$ cat src/rtl/bpu_pkg.sv
// bpu_pkg: shared types and counter helpers for the branch predictor.
package bpu_pkg;
  typedef enum logic [1:0] {
    UPD_NONE = 2'b00,
    UPD_BR   = 2'b01,
    UPD_JAL  = 2'b10,
    UPD_JALR = 2'b11
  } upd_type_e;
  typedef struct packed {
    logic valid;
    logic jump;
    logic ret;
  } bpu_meta_t;
  function automatic int unsigned cnt_init(input int unsigned w);
    return (1 << (w - 1)) - 1;
  endfunction
  function automatic int unsigned cnt_max(input int unsigned w);
    return (1 << w) - 1;
  endfunction
endpackage

$ cat src/rtl/bpu_ras.sv
// bpu_ras: circular return-address stack with speculative (sp) and committed (cp) pointers.
module bpu_ras #(
  parameter int XLEN  = 32,
  parameter int DEPTH = 8
) (
  input  logic            clk,
  input  logic            rst_n,
  input  logic            push_i,
  input  logic            pop_i,
  input  logic [XLEN-1:0] addr_i,
  input  logic            commit_push_i,
  input  logic            commit_pop_i,
  input  logic            stall_i,
  input  logic            flush_i,
  output logic [XLEN-1:0] top_o
);
  localparam int PW = $clog2(DEPTH);
  logic [XLEN-1:0] stack [DEPTH];
  logic [PW-1:0] sp_q, sp_d, cp_q, cp_d, wr_ptr;
  logic spec_push, spec_pop;
  assign spec_push = push_i && !stall_i && !flush_i;
  assign spec_pop  = pop_i && !stall_i && !flush_i;
  assign top_o     = stack[sp_q - PW'(1)];
  always_comb begin
    cp_d   = cp_q + PW'(commit_push_i) - PW'(commit_pop_i);
    sp_d   = flush_i ? cp_d : sp_q + PW'(spec_push) - PW'(spec_pop);
    wr_ptr = spec_pop ? sp_q - PW'(1) : sp_q;
  end
  always_ff @(posedge clk or negedge rst_n)
    if (!rst_n) begin
      sp_q <= '0;
      cp_q <= '0;
    end else begin
      sp_q <= sp_d;
      cp_q <= cp_d;
    end
  // push+pop in one cycle replaces the current top in place
  always_ff @(posedge clk)
    if (rst_n && spec_push) stack[wr_ptr] <= addr_i;
endmodule

$ cat src/rtl/branch_pred_unit.sv
// branch_pred_unit: tagged BTB + saturating-counter BHT with perf counters.
// Define BPU_RAS_EN to add a return-address stack for jalr-return prediction.
module branch_pred_unit #(
  parameter int XLEN      = 32,
  parameter int ENTRIES   = 64,
  parameter int TAG_W     = 8,
  parameter int CNT_W     = 2,
  parameter int RAS_DEPTH = 8
) (
  input  logic            clk,
  input  logic            rst_n,
  input  logic [XLEN-1:0] lk_pc_i,
  output logic            lk_hit_o,
  output logic            lk_taken_o,
  output logic [XLEN-1:0] lk_target_o,
  input  logic            upd_valid_i,
  input  logic [XLEN-1:0] upd_pc_i,
  input  logic [1:0]      upd_type_i,
  input  logic            upd_taken_i,
  input  logic [XLEN-1:0] upd_target_i,
  input  logic            upd_mispred_i,
  input  logic            ras_push_i,
  input  logic            ras_pop_i,
  input  logic [XLEN-1:0] ras_addr_i,
  input  logic            ras_commit_push_i,
  input  logic            ras_commit_pop_i,
  input  logic            pl_stall_i,
  input  logic            pl_flush_i,
  output logic [31:0]     br_cnt_o,
  output logic [31:0]     mis_cnt_o
);
  import bpu_pkg::*;
  localparam int IDX_W = $clog2(ENTRIES);
  localparam logic [CNT_W-1:0] CNT_WNT = CNT_W'(cnt_init(CNT_W));
  localparam logic [CNT_W-1:0] CNT_WT  = CNT_WNT + CNT_W'(1);
  localparam logic [CNT_W-1:0] CNT_MAX = CNT_W'(cnt_max(CNT_W));
  bpu_meta_t meta_q [ENTRIES];
  bpu_meta_t meta_d [ENTRIES];
  logic [CNT_W-1:0] cnt_q [ENTRIES];
  logic [CNT_W-1:0] cnt_d [ENTRIES];
  logic [TAG_W-1:0] tag_mem [ENTRIES];
  logic [XLEN-1:0]  tgt_mem [ENTRIES];
  logic [31:0] br_cnt_q, br_cnt_d, mis_cnt_q, mis_cnt_d;
  logic [IDX_W-1:0] lk_idx, upd_idx;
  logic [TAG_W-1:0] lk_tag, upd_tag;
  logic [CNT_W-1:0] cur_cnt;
  logic [XLEN-1:0] ras_top;
  logic upd_en, upd_hit, upd_ret, tgt_we, lk_hit, lk_taken;
  upd_type_e upd_type;
  assign lk_idx   = lk_pc_i[IDX_W+1:2];
  assign lk_tag   = lk_pc_i[IDX_W+TAG_W+1:IDX_W+2];
  assign upd_idx  = upd_pc_i[IDX_W+1:2];
  assign upd_tag  = upd_pc_i[IDX_W+TAG_W+1:IDX_W+2];
  assign upd_type = upd_type_e'(upd_type_i);
  assign upd_en   = upd_valid_i && upd_type != UPD_NONE;
  assign upd_hit  = meta_q[upd_idx].valid && tag_mem[upd_idx] == upd_tag;
  assign cur_cnt  = cnt_q[upd_idx];
  assign tgt_we   = upd_en && (!upd_hit || upd_type != UPD_BR || upd_taken_i);
`ifdef BPU_RAS_EN
  assign upd_ret = upd_type == UPD_JALR && ras_commit_pop_i;
  bpu_ras #(.XLEN(XLEN), .DEPTH(RAS_DEPTH)) u_ras (
    .clk          (clk),
    .rst_n        (rst_n),
    .push_i       (ras_push_i),
    .pop_i        (ras_pop_i),
    .addr_i       (ras_addr_i),
    .commit_push_i(ras_commit_push_i),
    .commit_pop_i (ras_commit_pop_i),
    .stall_i      (pl_stall_i),
    .flush_i      (pl_flush_i),
    .top_o        (ras_top)
  );
`else
  logic unused_ras;
  assign unused_ras = ^{ras_push_i, ras_pop_i, ras_addr_i, ras_commit_push_i, ras_commit_pop_i, pl_stall_i, pl_flush_i};
  assign upd_ret    = 1'b0;
  assign ras_top    = '0;
`endif
  logic unused_pc;
  assign unused_pc = ^upd_pc_i;
  // lookup reads pre-update state: no write-to-read bypass
  assign lk_hit      = meta_q[lk_idx].valid && tag_mem[lk_idx] == lk_tag;
  assign lk_taken    = lk_hit && (meta_q[lk_idx].jump || cnt_q[lk_idx][CNT_W-1]);
  assign lk_hit_o    = lk_hit;
  assign lk_taken_o  = lk_taken;
  assign lk_target_o = !lk_taken ? lk_pc_i + XLEN'(4)
                     : meta_q[lk_idx].jump && meta_q[lk_idx].ret ? ras_top : tgt_mem[lk_idx];
  assign br_cnt_o    = br_cnt_q;
  assign mis_cnt_o   = mis_cnt_q;
  always_comb begin
    meta_d    = meta_q;
    cnt_d     = cnt_q;
    br_cnt_d  = br_cnt_q + 32'(upd_en && ~&br_cnt_q);
    mis_cnt_d = mis_cnt_q + 32'(upd_en && upd_mispred_i && ~&mis_cnt_q);
    if (upd_en) begin
      meta_d[upd_idx] = '{valid: 1'b1,
                          jump: upd_type != UPD_BR || (upd_hit && meta_q[upd_idx].jump),
                          ret: upd_ret};
      cnt_d[upd_idx] = !upd_hit ? (upd_taken_i ? CNT_WT : CNT_WNT)
                     : upd_type != UPD_BR ? cur_cnt
                     : upd_taken_i ? (cur_cnt == CNT_MAX ? CNT_MAX : cur_cnt + CNT_W'(1))
                     : (cur_cnt == '0 ? '0 : cur_cnt - CNT_W'(1));
    end
  end
  always_ff @(posedge clk or negedge rst_n)
    if (!rst_n) begin
      for (int i = 0; i < ENTRIES; i++) begin
        meta_q[i] <= '0;
        cnt_q[i]  <= CNT_WNT;
      end
      br_cnt_q  <= '0;
      mis_cnt_q <= '0;
    end else begin
      meta_q    <= meta_d;
      cnt_q     <= cnt_d;
      br_cnt_q  <= br_cnt_d;
      mis_cnt_q <= mis_cnt_d;
    end
  // tag/target storage is plain RAM; valid bits gate its contents
  always_ff @(posedge clk)
    if (rst_n && upd_en) begin
      tag_mem[upd_idx] <= upd_tag;
      if (tgt_we) tgt_mem[upd_idx] <= upd_target_i;
    end
endmodule

$ cat config.mk
export PLATFORM = sky130hd
export DESIGN_NAME = branch_pred_unit
export DESIGN_NICKNAME = d
export VERILOG_FILES = /design/src/rtl/bpu_pkg.sv /design/src/rtl/bpu_ras.sv /design/src/rtl/branch_pred_unit.sv
export SDC_FILE = /design/constraint.sdc
export NUM_CORES = 2
export LEC_CHECK = 0
export ABC_AREA = 1
export CAP_MARGIN = 20
export CORE_MARGIN = 3
export CORE_UTILIZATION = 60
export CTS_CLUSTER_DIAMETER = 40
export CTS_CLUSTER_SIZE = 40
export DETAILED_ROUTE_END_ITERATION = 10
export HOLD_SLACK_MARGIN = 0.15
export PLACE_DENSITY = 0.77
export RECOVER_POWER = 50
export SYNTH_ARGS = -nofsm -noshare
export SYNTH_HDL_FRONTEND = slang
export SYNTH_SLANG_ARGS = --single-unit
$ cat constraint.sdc
create_clock -name clk -period 4.1 [get_ports clk]
set_clock_uncertainty 0.2 [all_clocks]
set_input_delay 0.82 -clock clk [delete_from_list [all_inputs] [get_ports clk]]
set_output_delay 0.82 -clock clk [all_outputs]
set_load 0.02 [all_outputs]
* Word-level counts from Yosys, hierarchy flattened *
Memories as Yosys holds them, arrays and structs flattened.
Index checks and enable logic that the tools add are counted.

word-level totals
  flip-flop bits (word level) = 384
  memory bits (writable) = 2560
  bits of input ports = 141
  output and inout bits = 98
  memories kept = 2

cells by class
  $add $sub $neg = 5
  order comparisons = 3
  equal/unequal tests = 4
  muxes and demuxes = 31
  bitwise gates (word level) = 2
  reductions and logical operators = 23

memory list
  name     depth  width  read ports  clocked after memory_dff  wr ports  line                    source
  tgt_mem  64     32     1           0                         1         branch_pred_unit.sv:42  logic [XLEN-1:0] tgt_mem [ENTRIES];
  tag_mem  64     8      2           0                         1         branch_pred_unit.sv:41  logic [TAG_W-1:0] tag_mem [ENTRIES];

operator list
  kind                   number
  $bwmux 192             1
  $bwmux 128             1
  $add 32x1->32          2
  $mux 32                2
  $reduce_and 32->1      2
  $bmux 3 s6             2
  $add 32x3->32 const B  1
  $bmux 2 s6             2
  $mux 2                 11
  $demux 3 s6            1
  $eq 8x8->1             2
  $mux 3                 5
  $ge 7x7->1 const B     2
  $not 6->7              2
  $demux 2 s6            1
  $logic_and 1x1->1      12
  $lt 7x1->1 const B     1
  $mux 1                 5
  $logic_or 1x1->1       4
  $logic_not 1->1        3
  $add 2x1->2 const B    1
  $eq 2x2->1 const B     1
  $logic_not 2->1        1
  $ne 2x1->1 const B     1
  2 further kinds        2

* Depth between registers and ports, before layout *
  depth after elaboration = 12
  mapped depth = 25
  depth with buffers taken out = 21

* Least setup slack after synthesis *
No wires, ideal clock.

  path kind = input to register
  start = in upd_pc_i[2]
  end = mem tgt_mem[22][0], enable pin
  data arrival time = 3312 ps
  required time = 3513 ps
  setup slack = 201 ps
  stages on the path = 12
  path buffers = 3
  cell sequence = buf_4 > inv_4 > buf_2 > nand3_1 > buf_2 > nor2_1 > inv_1 > nor2_1 > inv_1 > nor2_1 > nand2_1 > inv_1

on the way
  word-level cells in the longest chain between the ends = 12
  elaborated cells between the ends (all ways) = 14
  those cells by class = eq/ne: 1; mux: 6; bitwise: 1; reduce/logical: 5; memory: 1

ends and longest elaborated chain
  element                                                line                    source
  from (decl)                                            branch_pred_unit.sv:17  input logic [XLEN-1:0] upd_pc_i,
  branches (longest 12 deep; another with $mem_v2 64x8)  n/a
  to (decl)                                              branch_pred_unit.sv:42

Parallel ways; which one is timed is not known. The select of a mux whose other input is x is not followed.

* Final worst setup path *
  start = in rst_n
  end = mem tgt_mem[50][9], enable pin

on the way
  word-level cells in the longest chain between the ends = 3

ends and longest elaborated chain
  element                       line                     source
  from (decl)                   branch_pred_unit.sv:11   input logic rst_n,
  $logic_and 1x1->1             branch_pred_unit.sv:121  if (rst_n && upd_en) begin
  $mux 1                        branch_pred_unit.sv:121
  $mux 1 (not written as such)  branch_pred_unit.sv:123  if (tgt_we) tgt_mem[upd_idx] <= upd_target_i;

Every way passes these cells.

==> results.yml <==
floorplan:
  rows: 166
  fp.dieW_um: 461
  start_util_pct: 60.5
  pin_count: 239
  die_y_um: 461
  die-area_um2: 212000
  core-area_um2: 205000
timing:
  slew_violations: 2151
  max_freq_mhz: 207
  fin_hold_ws_ns: 0.266
  period_share_pct: 118
  finalWorstSetupSlack_ns: -0.720
  grt_setup_unrepaired: "true"
  finalCriticalPeriod_ns: 4.82
  final-hold-violation-count: 0
  setup_viol: 2610
  slew_headroom_pct: -147
  worstMarginPinSlew_ns: 3.70
synthesis:
  ys_seq_area_share_pct: 68.5
  ys.flop_type: "edfxtp_1"
  synth_top_area_share_pct: 62.0
  synth_most_common_cell: "nand2_1"
  synth_edf_count: 2560
  synth-seq-cells: 2880
  synthTopCellsByCount: "2,730 x nand2_1, 2,560 x edfxtp_1, 1,482 x o21ai_0"
  syn-cell-area_um2: 124000
  yosysTopAreaCell: "edfxtp_1"
  syn_inst: 11500
  avgSynthCellArea_um2: 10.8
  ys_types: 47
  synth_area_leaders: "edfxtp_1 62%, nand2_1 8.3%, o21ai_0 6.0%"
  syn_nets: 11600
  async_reset_ff_share_pct: 11.1
  ys_warn_count: 0
global_route:
  met1_usage_pct: 52.8
  grt-busiest-layer: "met2"
  use_met3_pct: 11.0
  grt_max_degree: 160
  grt_pass1_wl_um: 660000
  grt_pass1_vias: 99200
  use_met2_pct: 65.2
  grt-ovfl-total: 0
  antenna_found_initial: 16
  grt_use_total_pct: 42.8
cts:
  clockBufferDepth: 4
  numCtsBuffers: 384
  clk_latency_ns: 0.97
  cts.sinks: 2880
  cts_tree: "done"
  path_clk_slew_ns: 0.05
  cts_root_buffer: "clkbuf_16"
  cts-htree-levels: 5
setup_path:
  reg2reg_to: "mis_cnt_o[30]$_DFF_PN0_"
  r2r_cells: 20
  critPathMaxFanout: 43
  max_stage_delay_ns: 0.81
  cp.arrival_ns: 5.25
  cp-end-kind: "flip-flop"
  crit_required_ns: 4.53
  path_cells: "dlygate4sd3_1, dlygate4sd3_1, clkbuf_1, inv_1, buf_4, nor2_1, nand2_1, inv_2, buf_12"
  r2r_start: "mis_cnt_o[13]$_DFF_PN0_"
  crit_path_top_delay_cell: "clkbuf_1"
  crit_type: "in -> reg"
  crit_top_cell: "dlygate4sd3_1"
  reg2reg_slack_ns: 0.39
  startpoint_type: "primary input"
layout:
  multiInputGateArea_um2: 34700
  finalNetCount: 12800
  seq_area_um2: 85000
  area_delta_synth_final_pct: 23.7
  drive_above_1_share_pct: 17.2
  finish.utilization_pct: 74.8
  num-fill-cells: 12800
min_path:
  hold_start: "meta_q[104]$_DFFE_PN0P_"
  hp-class: "reg -> reg"
  min_to: "meta_q[104]$_DFFE_PN0P_"
  min_path_cells: 2
route:
  drt_wl_total_um: 462000
  wl_per_cell_um: 29.5
  vias_per_cell: 6.58
  drtIter0Drc: 16900
  postRouteAntennaNets: 0
  vias: 103000
  drt_first_pass_iters: 7
  drc_errors: 0
power_and_ir_drop:
  ir_drop_uv: 531
  leakage_nw: 58.3
  power_density_nw_per_um2: 480
run_status:
  status: "finished, violations left"
  violations: "max-capacitance violations, max-slew violations, negative setup slack"
placed_design:
  portBuffers: 182
  gp_congestion: 1.02
  dp_hpwl_um: 287000
job:
  drv_cap: 44
-- metrics by stage --
stage	total power, mW	instances	instance area, µm²	TNS, ns	setup WS, ns
final	73.6	15600	153000	-837.68	-0.720
after detailed placement	39.2	14800	138000	-519.94	-1.48
after CTS	73.2	15600	153000	-17.56	-0.673
after floorplan	36.0	11500	124000	0	0.201
after global placement	39.0	14800	138000	-508.12	-1.43
after global routing	75.1	15600	153000	-892.36	-0.775
-- layout by cell type (no fill, tap or decap), types with 17 or more instances in the layout --
| cell | count |
|---|---|
| a21oi_1 | 238 |
| buf_12 | 251 |
| buf_16 | 26 |
| buf_4 | 848 |
| buf_6 | 68 |
| bufinv_16 | 39 |
| clkbuf_1 | 164 |
| clkbuf_16 | 392 |
| clkdlybuf4s50_1 | 98 |
| clkinv_1 | 23 |
| clkinv_2 | 31 |
| clkinv_4 | 27 |
| clkinv_8 | 19 |
| clkinvlp_4 | 34 |
| dfrtp_1 | 256 |
| dfstp_2 | 64 |
| dlygate4sd3_1 | 19 |
| edfxtp_1 | 2560 |
| inv_1 | 398 |
| inv_2 | 81 |
| inv_6 | 59 |
| inv_8 | 48 |
| nand2_1 | 2658 |
| nand2_2 | 57 |
| nand2_4 | 17 |
| nand3_1 | 443 |
| nand3_2 | 31 |
| nand4_1 | 93 |
| nor2_1 | 1388 |
| nor3_1 | 67 |
| o211ai_1 | 117 |
| o21ai_0 | 1445 |
| o21ai_1 | 68 |
| o221ai_1 | 191 |
| o22ai_1 | 340 |
| or2_2 | 26 |
| xor2_1 | 69 |
-- worst max-delay path, delay by kind of cell --
| family | cells | cell delay (ns) |
|---|---|---|
| simple gates | 2 | 1.00 |
| buf+inv | 7 | 3.35 |
-- layout make-up --
cell class	count	area share [%]
Sequential cell	2880	55.4
Timing Repair inverter	4	0.0228
Multi-Input combinational cell	7385	22.6
Clock inverter	271	2.10
Clock buffer	421	6.46
Inverter	493	1.26
Antenna cell	9	0.0147
Timing Repair Buffer	1487	9.97
Tap cell	2688	2.19
-- routing by layer --
metal,up-vias,share of wire (%)
met5,-,0.034
met4,22,9.4
met3,2129,13
met2,8944,45
met1,48900,33
li1,42900,-
-- repair_timing --
action | in CTS | in global routing
setup endpoints to repair | 34 | 34
hold endpoints to repair | 94 | 209
resized for setup | 427 | 96
setup buffers | 54 | 11
hold buffers | 4 | 15
pin swaps | 35 | 57
cloned | 28 | 3
-- how the worst max path moves through the flow --
stage | to | depth (start not counted) | slack (ns) | startpoint
after global placement | lk_target_o[25] | 17 | -1.43 | lk_pc_i[5]
after detailed placement | lk_target_o[4] | 17 | -1.48 | lk_pc_i[5]
after global routing | lk_target_o[21] | 23 | -0.78 | tag_mem[43][3]$_DFFE_PP_
final | tgt_mem[50][9]$_DFFE_PP_ | 9 | -0.72 | rst_n
after CTS | lk_target_o[4] | 22 | -0.67 | tag_mem[43][3]$_DFFE_PP_
after floorplan | tgt_mem[22][0]$_DFFE_PP_ | 12 | 0.20 | upd_pc_i[2]
-- power by group --
part	total, mW	internal (mW)	switching (mW)
sequential	32.8	32.5	0.345
clock	34.3	20.4	13.9
combinational	6.43	2.14	4.29
-- registers in the layout (all words and copies together), names as in the netlist --
register   cells
tgt_mem     2048
tag_mem      512
cnt_q        128
meta_q       128
br_cnt_o      32
mis_cnt_o     32
-- cell families after synthesis --
| kind of cell | after synthesis | synth area share (%) |
|---|---|---|
| and+or+nand+nor | 4831 | 15.5 |
| DFF | 2880 | 68.5 |
| AOI/OAI and AO/OA | 2464 | 11.2 |
| buffers and inverters | 1237 | 4.08 |
| xor gates and xnor gates | 85 | 0.600 |
| adders and majority gates | 5 | 0.0505 |
Power figures use the tool's default switching activity.
